File: config.mk
export PLATFORM = sky130hd
export DESIGN_NAME = tmds_encoder_mc
export DESIGN_NICKNAME = d
export VERILOG_FILES = /design/src/rtl/tmds_pkg.sv /design/src/rtl/tmds_lane_enc.sv /design/src/rtl/tmds_encoder_mc.sv
export SDC_FILE = /design/constraint.sdc
export NUM_CORES = 1
export LEC_CHECK = 0
export BUFFER_PORTS_ARGS = -buffer_cell sky130_fd_sc_hd__buf_2
export CAP_MARGIN = 10
export CORE_MARGIN = 1
export CORE_UTILIZATION = 60
export DETAILED_ROUTE_END_ITERATION = 10
export PLACE_DENSITY = 0.82
export SLEW_MARGIN = 20
export SYNTH_ARGS = -nofsm -noshare
export SYNTH_HDL_FRONTEND = slang
export SYNTH_SLANG_ARGS = --single-unit
File: constraint.sdc
create_clock -name I_pix_clk -period 6.7 [get_ports I_pix_clk]
set_clock_uncertainty 0.15 [all_clocks]
set_input_delay 0.67 -clock I_pix_clk [delete_from_list [all_inputs] [get_ports I_pix_clk]]
set_output_delay 0.67 -clock I_pix_clk [all_outputs]
set_load 0.1 [all_outputs]
File: src/rtl/tmds_pkg.sv
// -----------------------------------------------------------------------------
// tmds_pkg
// Shared constants and helpers for the multi-lane TMDS encoder.
//   SYM_W / BYTE_W     : encoded symbol width and pixel byte width
//   CTRL_TOKEN_xx      : the four DVI control-period tokens, indexed by (C1,C0)
//   popcount8()        : number of ones in a byte
//   tmds_minimise()    : stage-1 transition-minimised word q_m[8:0]
//   tmds_ctrl_token()  : maps a (C1,C0) pair to its 10-bit control token
// -----------------------------------------------------------------------------
package tmds_pkg;

   localparam int SYM_W  = 10;
   localparam int BYTE_W = 8;

   localparam logic [SYM_W-1:0] CTRL_TOKEN_00 = 10'h354;
   localparam logic [SYM_W-1:0] CTRL_TOKEN_01 = 10'h0AB;
   localparam logic [SYM_W-1:0] CTRL_TOKEN_10 = 10'h154;
   localparam logic [SYM_W-1:0] CTRL_TOKEN_11 = 10'h2AB;

   function automatic logic [3:0] popcount8(input logic [BYTE_W-1:0] v);
      logic [3:0] n;
      n = 4'd0;
      for (int i = 0; i < BYTE_W; i++) begin
         n = n + {3'b000, v[i]};
      end
      return n;
   endfunction

   // XNOR chaining is chosen for bytes heavy in ones (or exactly balanced
   // with a zero LSB) so that the resulting word has fewer transitions.
   // Bit 8 records which chaining was used so the receiver can undo it.
   function automatic logic [8:0] tmds_minimise(input logic [BYTE_W-1:0] d);
      logic       useXnor;
      logic [3:0] n;
      logic [8:0] q;
      n       = popcount8(d);
      useXnor = (n > 4'd4) || ((n == 4'd4) && !d[0]);
      q       = 9'd0;
      q[0]    = d[0];
      for (int i = 1; i < BYTE_W; i++) begin
         q[i] = useXnor ? ~(q[i-1] ^ d[i]) : (q[i-1] ^ d[i]);
      end
      q[8] = ~useXnor;
      return q;
   endfunction

   function automatic logic [SYM_W-1:0] tmds_ctrl_token(input logic [1:0] c);
      logic [SYM_W-1:0] t;
      case (c)
         2'b00:   t = CTRL_TOKEN_00;
         2'b01:   t = CTRL_TOKEN_01;
         2'b10:   t = CTRL_TOKEN_10;
         default: t = CTRL_TOKEN_11;
      endcase
      return t;
   endfunction

endpackage

File: src/rtl/tmds_lane_enc.sv
// -----------------------------------------------------------------------------
// tmds_lane_enc
// One TMDS lane: stage 1 registers the transition-minimised word and its
// ones count, stage 2 applies DC balancing (or emits a control token) and
// keeps this lane's private running disparity.
//   I_pix_clk : pixel clock
//   I_rst     : asynchronous active-high reset
//   I_de      : data enable (1 = pixel data, 0 = control period)
//   I_data    : pixel byte for this lane
//   I_ctl     : control pair (C1,C0) for this lane
//   O_tmds    : 10-bit encoded symbol, bit 0 transmitted first
//   O_disp    : running disparity after O_tmds, two's complement
// Latency from inputs to O_tmds/O_disp is two clocks.
// -----------------------------------------------------------------------------
module tmds_lane_enc
   import tmds_pkg::*;
#(
   parameter int DISP_W = 5
) (
   input  logic                     I_pix_clk,
   input  logic                     I_rst,
   input  logic                     I_de,
   input  logic [BYTE_W-1:0]        I_data,
   input  logic [1:0]               I_ctl,
   output logic [SYM_W-1:0]         O_tmds,
   output logic signed [DISP_W-1:0] O_disp
);

   localparam logic signed [DISP_W-1:0] ZERO = '0;
   localparam logic signed [DISP_W-1:0] TWO  = DISP_W'(2);
   localparam logic signed [DISP_W-1:0] FOUR = DISP_W'(4);

   logic [8:0]               w_qm;
   logic [8:0]               r_qm;
   logic [3:0]               r_n1;
   logic                     r_de;
   logic [1:0]               r_ctl;

   logic [SYM_W-1:0]         r_tmds;
   logic signed [DISP_W-1:0] r_cnt;

   logic signed [DISP_W-1:0] w_n1s;
   logic signed [DISP_W-1:0] w_half;
   logic signed [DISP_W-1:0] w_diff;
   logic signed [DISP_W-1:0] w_bias_inv;
   logic signed [DISP_W-1:0] w_bias_keep;
   logic                     w_cnt_pos;
   logic                     w_cnt_neg;
   logic [SYM_W-1:0]         w_sym;
   logic signed [DISP_W-1:0] w_cnt_next;

   assign w_qm = tmds_minimise(I_data);

   // Stage 1: transition-minimised word, its ones count, and the DE/ctl
   // pair delayed by one clock so they stay aligned with q_m.
   always_ff @(posedge I_pix_clk or posedge I_rst) begin
      if (I_rst) begin
         r_qm  <= '0;
         r_n1  <= '0;
         r_de  <= 1'b0;
         r_ctl <= 2'b00;
      end else begin
         r_qm  <= w_qm;
         r_n1  <= popcount8(w_qm[7:0]);
         r_de  <= I_de;
         r_ctl <= I_ctl;
      end
   end

   // N1-N0 = 2*(N1-4); forming (N1-4) first keeps every intermediate inside
   // a 5-bit signed range.
   assign w_n1s       = signed'({{(DISP_W-4){1'b0}}, r_n1});
   assign w_half      = w_n1s - FOUR;
   assign w_diff      = w_half + w_half;
   assign w_cnt_pos   = (r_cnt > ZERO);
   assign w_cnt_neg   = r_cnt[DISP_W-1];
   assign w_bias_inv  = r_qm[8] ? TWO : ZERO;
   assign w_bias_keep = r_qm[8] ? ZERO : TWO;

   // Stage 2: pick the symbol and the disparity update. A control period
   // always restarts the disparity from zero, so the first pixel after
   // blanking takes the balanced-start branch.
   always_comb begin
      w_sym      = tmds_ctrl_token(r_ctl);
      w_cnt_next = ZERO;
      if (r_de) begin
         if ((r_cnt == ZERO) || (r_n1 == 4'd4)) begin
            if (r_qm[8]) begin
               w_sym      = {2'b01, r_qm[7:0]};
               w_cnt_next = r_cnt + w_diff;
            end else begin
               w_sym      = {2'b10, ~r_qm[7:0]};
               w_cnt_next = r_cnt - w_diff;
            end
         end else if ((w_cnt_pos && (r_n1 > 4'd4)) ||
                      (w_cnt_neg && (r_n1 < 4'd4))) begin
            w_sym      = {1'b1, r_qm[8], ~r_qm[7:0]};
            w_cnt_next = r_cnt + w_bias_inv - w_diff;
         end else begin
            w_sym      = {1'b0, r_qm[8], r_qm[7:0]};
            w_cnt_next = r_cnt - w_bias_keep + w_diff;
         end
      end
   end

   // Stage 2 registers: symbol and disparity are captured together so the
   // reported disparity always belongs to the symbol on O_tmds.
   always_ff @(posedge I_pix_clk or posedge I_rst) begin
      if (I_rst) begin
         r_tmds <= CTRL_TOKEN_00;
         r_cnt  <= ZERO;
      end else begin
         r_tmds <= w_sym;
         r_cnt  <= w_cnt_next;
      end
   end

   assign O_tmds = r_tmds;
   assign O_disp = r_cnt;

endmodule

File: src/rtl/tmds_encoder_mc.sv
// -----------------------------------------------------------------------------
// tmds_encoder_mc
// Multi-lane TMDS encoder: NUM_CH independent lanes sharing one data enable.
//   I_pix_clk : pixel clock, the only clock
//   I_rst     : asynchronous active-high reset
//   I_de      : data enable shared by all lanes
//   I_data    : pixel bytes, lane k on [8k+7:8k]
//   I_ctl     : control pairs (C1,C0), lane k on [2k+1:2k]
//   O_tmds    : encoded symbols, lane k on [10k+9:10k]
//   O_de      : I_de delayed two clocks, aligned with O_tmds
//   O_disp    : per-lane running disparity, lane k on [DISP_W*k +: DISP_W]
// -----------------------------------------------------------------------------
module tmds_encoder_mc
   import tmds_pkg::*;
#(
   parameter int NUM_CH = 3,
   parameter int DISP_W = 5
) (
   input  logic                       I_pix_clk,
   input  logic                       I_rst,
   input  logic                       I_de,
   input  logic [BYTE_W*NUM_CH-1:0]   I_data,
   input  logic [2*NUM_CH-1:0]        I_ctl,
   output logic [SYM_W*NUM_CH-1:0]    O_tmds,
   output logic                       O_de,
   output logic [DISP_W*NUM_CH-1:0]   O_disp
);

   logic [1:0] r_de_d;

   for (genvar k = 0; k < NUM_CH; k++) begin : g_lane
      tmds_lane_enc #(
         .DISP_W (DISP_W)
      ) u_lane (
         .I_pix_clk (I_pix_clk),
         .I_rst     (I_rst),
         .I_de      (I_de),
         .I_data    (I_data[BYTE_W*k +: BYTE_W]),
         .I_ctl     (I_ctl[2*k +: 2]),
         .O_tmds    (O_tmds[SYM_W*k +: SYM_W]),
         .O_disp    (O_disp[DISP_W*k +: DISP_W])
      );
   end

   // Two-deep DE delay matching the two lane pipeline stages.
   always_ff @(posedge I_pix_clk or posedge I_rst) begin
      if (I_rst) begin
         r_de_d <= 2'b00;
      end else begin
         r_de_d <= {r_de_d[0], I_de};
      end
   end

   assign O_de = r_de_d[1];

endmodule

==> impl_metrics.csv <==
group,metric,value,unit
finish,drive_gt1_share,17.95,%
drt,wl,11.81,mm
synthesis,synth-seq-cells,89,
worst_setup_path,cp_cell_sequence,"buf_2 -> ha_1 -> inv_1 -> fa_1 -> fa_1 -> inv_1 -> fa_1 -> fa_1 -> nor3b_1 -> o21ai_0 -> a21oi_2 -> xnor2_1 -> ha_1 -> inv_1 -> fa_1 -> inv_1 -> fa_1 -> inv_1 -> fa_1 -> fa_1 -> xnor2_1",
hold_path,hp-class,"in2reg",
die,die_area,11060,sq um
die,start_util,61.87,%
drt,wl_met2,6.327,mm
drt,drc,0,
finish,antenna_cells,0,
finish,ff_latch_area,2246,sq um
worst_setup_path,critPathKind,"in2reg",
clock_network,cts_sinks,89,
global_route,grt_pass1_vias,4449,
finish,fill_cells,765,
clock_network,clockBufferDepth,2,
global_route,grt_usage,23.84,%
die,fp.coreArea,10320,sq um
drt,post_drt_wl_per_cell,14.58,um
synthesis,ys.flop_type,"dfrtp_1",
synthesis,yosys_warnings,0,
die,die_w,105.2,um
timing,setup_tns,0,ns
finish,multi_input_area,3692,sq um
worst_setup_path,crit_arrival,6.23,ns
clock_network,postCtsSetupBuffers,0,
timing,setup_viol,0,
worst_setup_path,cp_common_cell,"fa_1",
clock_network,clkTransAtPathRegs,0.09,ns
synthesis,ys_top_cells_by_count,"107 x inv_1, 75 x ha_1, 74 x dfrtp_1, 46 x xnor2_1",
place,port_buffers,75,
drt,top_layer,"met4",
worst_setup_path,crit_required,6.80,ns
synthesis,yosys.area.top_type,"dfrtp_1",
global_route,overflow,0,
synthesis,async_flop_share,100.0,%
global_route,grt_first_pass_wirelength,20.50,mm
worst_setup_path,cpMaxStageDelayCell,"fa_1",
clock_network,cts_tree,"built",
synthesis,syn_area_per_cell,10.84,sq um
timing,fin_crit,6.128,ns
clock_network,numCtsBuffers,9,
timing,final_hold_viol_count,0,
synthesis,synthesis.area,6387,sq um
synthesis,synth.most_common_cell,"inv_1",
global_route,grt_antenna_before_repair,0,
place,place.gp.congestion,0.8709,
timing,slew_headroom,47.59,%
timing,fin_crit_sh,91.47,%
die,rows,37,
synthesis,netlist_instances,589,
clock_network,clk_latency,0.36,ns
synthesis,synth_enable_flop_cells,0,
drt,wl_met1,4.923,mm
job,maxCapViolations,0,
outcome,outcome,"complete, no violations",
worst_setup_path,worst_setup_path_end_kind,"register",
synthesis,yosysSeqAreaShare,35.16,%
drt,drt_iter0_drc,148,
drt,viasPerCell,5.167,
finish,nets,816,
worst_setup_path,critPathMaxStageDelay,0.50,ns
drt,vias,4185,
clock_network,cts.htree.levels,3,
timing,worstMarginPinSlew,0.7862,ns
finish,areaGrowthSynthToFinish,11.67,%
timing,max_freq,163.2,MHz
die,io_pins,79,
drt,drtAntennaViolNets,0,
worst_setup_path,startpoint_type,"input port",
synthesis,yosysTopAreaCellShare,28.99,%
clock_network,cts_resized,0,
timing,slew_violations,0,
timing,rsz0062_at_grt,"no",
synthesis,synth_area_leaders,"dfrtp_1 29%, ha_1 15%, fa_1 12%, xnor2_1 6.3%, inv_1 6.3%",
clock_network,clockRootBuffer,"clkbuf_8",
clock_network,holdBufCountCts,0,
synthesis,synth_cell_types,44,
worst_setup_path,crit_path_max_fanout,5,
place,hpwlAfterDp,9.255,mm
die,die_h,105.2,um
drt,firstDrtPassIters,6,
global_route,grt_max_degree,90,
drt,wl_met3,316,um
[critical path, delay by kind of cell]
kind                     cells  cell delay, ns
buffers and inverters        6            0.38
XOR/XNOR                     2            0.29
AND/OR/NAND/NOR              1            0.27
AO/OA/AOI/OAI                2            0.46
adder cells (fa/ha/maj)     10            4.15
[flip-flops by register name, summed over array words and instances, names as in the netlist]
register              count
r_de_d                    2
g_lane.u_lane.r_ctl       6
g_lane.u_lane.r_qm       27
g_lane.u_lane.O_disp     12
g_lane.u_lane.r_n1       12
g_lane.u_lane.O_tmds     30
[through the flow]
| stage | util (%) | cells | hold slack (ns) | worst slack [ns] | area (sq um) |
|---|---|---|---|---|---|
| finish | 69.09 | 810 | 0.2586 | 0.5718 | 7133 |
| global route | 69.09 | 810 | 0.2370 | 0.2454 | 7133 |
| CTS | 69.06 | 810 | 0.2403 | 0.5758 | 7129 |
| detailed placement | 66.93 | 794 | 0.4105 | 0.1631 | 6909 |
| global placement | 66.93 | 794 | 0.3884 | 0.3681 | 6909 |
| floorplan | - | 591 | 0.2019 | 0.6247 | 6395 |
[cell type report]
class	count	share of cell area [%]
Tap cell	136	2.386
Sequential cell	89	31.49
Inverter	107	5.648
Timing Repair Buffer	78	5.631
Multi-Input combinational cell	384	51.76
Clock buffer	11	1.982
Clock inverter	5	1.105
[cell families after synthesis]
logic type      share of synthesized area (%)
flops                                   35.16
other cells                           0.05871
fa+ha+maj                               26.91
simple gates                            5.524
buf+inv                                 7.150
mux                                     1.783
compound gates                          10.44
xor+xnor                                12.97
[placed cells by master, fill, tap and decap left out, types with 4 or more instances in the layout]
cell type  Yosys  layout
inv_1        107     106
ha_1          75      75
buf_2          2      75
dfrtp_1       74      74
xnor2_1       46      46
xor2_1        39      39
fa_1          39      39
nor2_1        32      32
a21oi_1       31      31
a21o_1        31      31
dfstp_2       15      15
clkbuf_8       0      10
mux2i_1        8       8
nor3_1         8       8
o21ai_0        7       7
nand2_1        7       7
nor3b_1        6       6
a31oi_1        6       6
nor2b_1        4       4
and2_1         4       4
nand2b_1       4       4
[worst paths after layout]
| check | cells after the start | slack [ns] | startpoint | end |
|---|---|---|---|---|
| hold / removal | 1 | 0.26 | I_ctl[5] | g_lane[2].u_lane.r_ctl[1] |
| max in group asynchronous | 3 | 5.50 | I_rst | g_lane[1].u_lane.O_tmds[0] |
| setup reg to reg | 9 | 4.12 | g_lane[0].u_lane.r_n1[0] | g_lane[0].u_lane.O_disp[4] |
| min in group asynchronous | 3 | 0.35 | I_rst | g_lane[0].u_lane.r_qm[2] |
| setup / recovery | 21 | 0.57 | I_data[8] | g_lane[1].u_lane.r_n1[2] |
| hold reg to reg | 2 | 0.42 | g_lane[0].u_lane.r_qm[7] | g_lane[0].u_lane.O_tmds[7] |
[layer usage]
layer / vias to the layer above / global-route usage (%)
li1: 2023 / -
met1: 2054 / 28.93
met2: 83 / 42.81
met3: 25 / 3.930
met4: 0 / 8.350
met5: - / 0
Power is not shown: default switching activity piles up to over one toggle a cycle in this logic, so the estimate is an artifact.
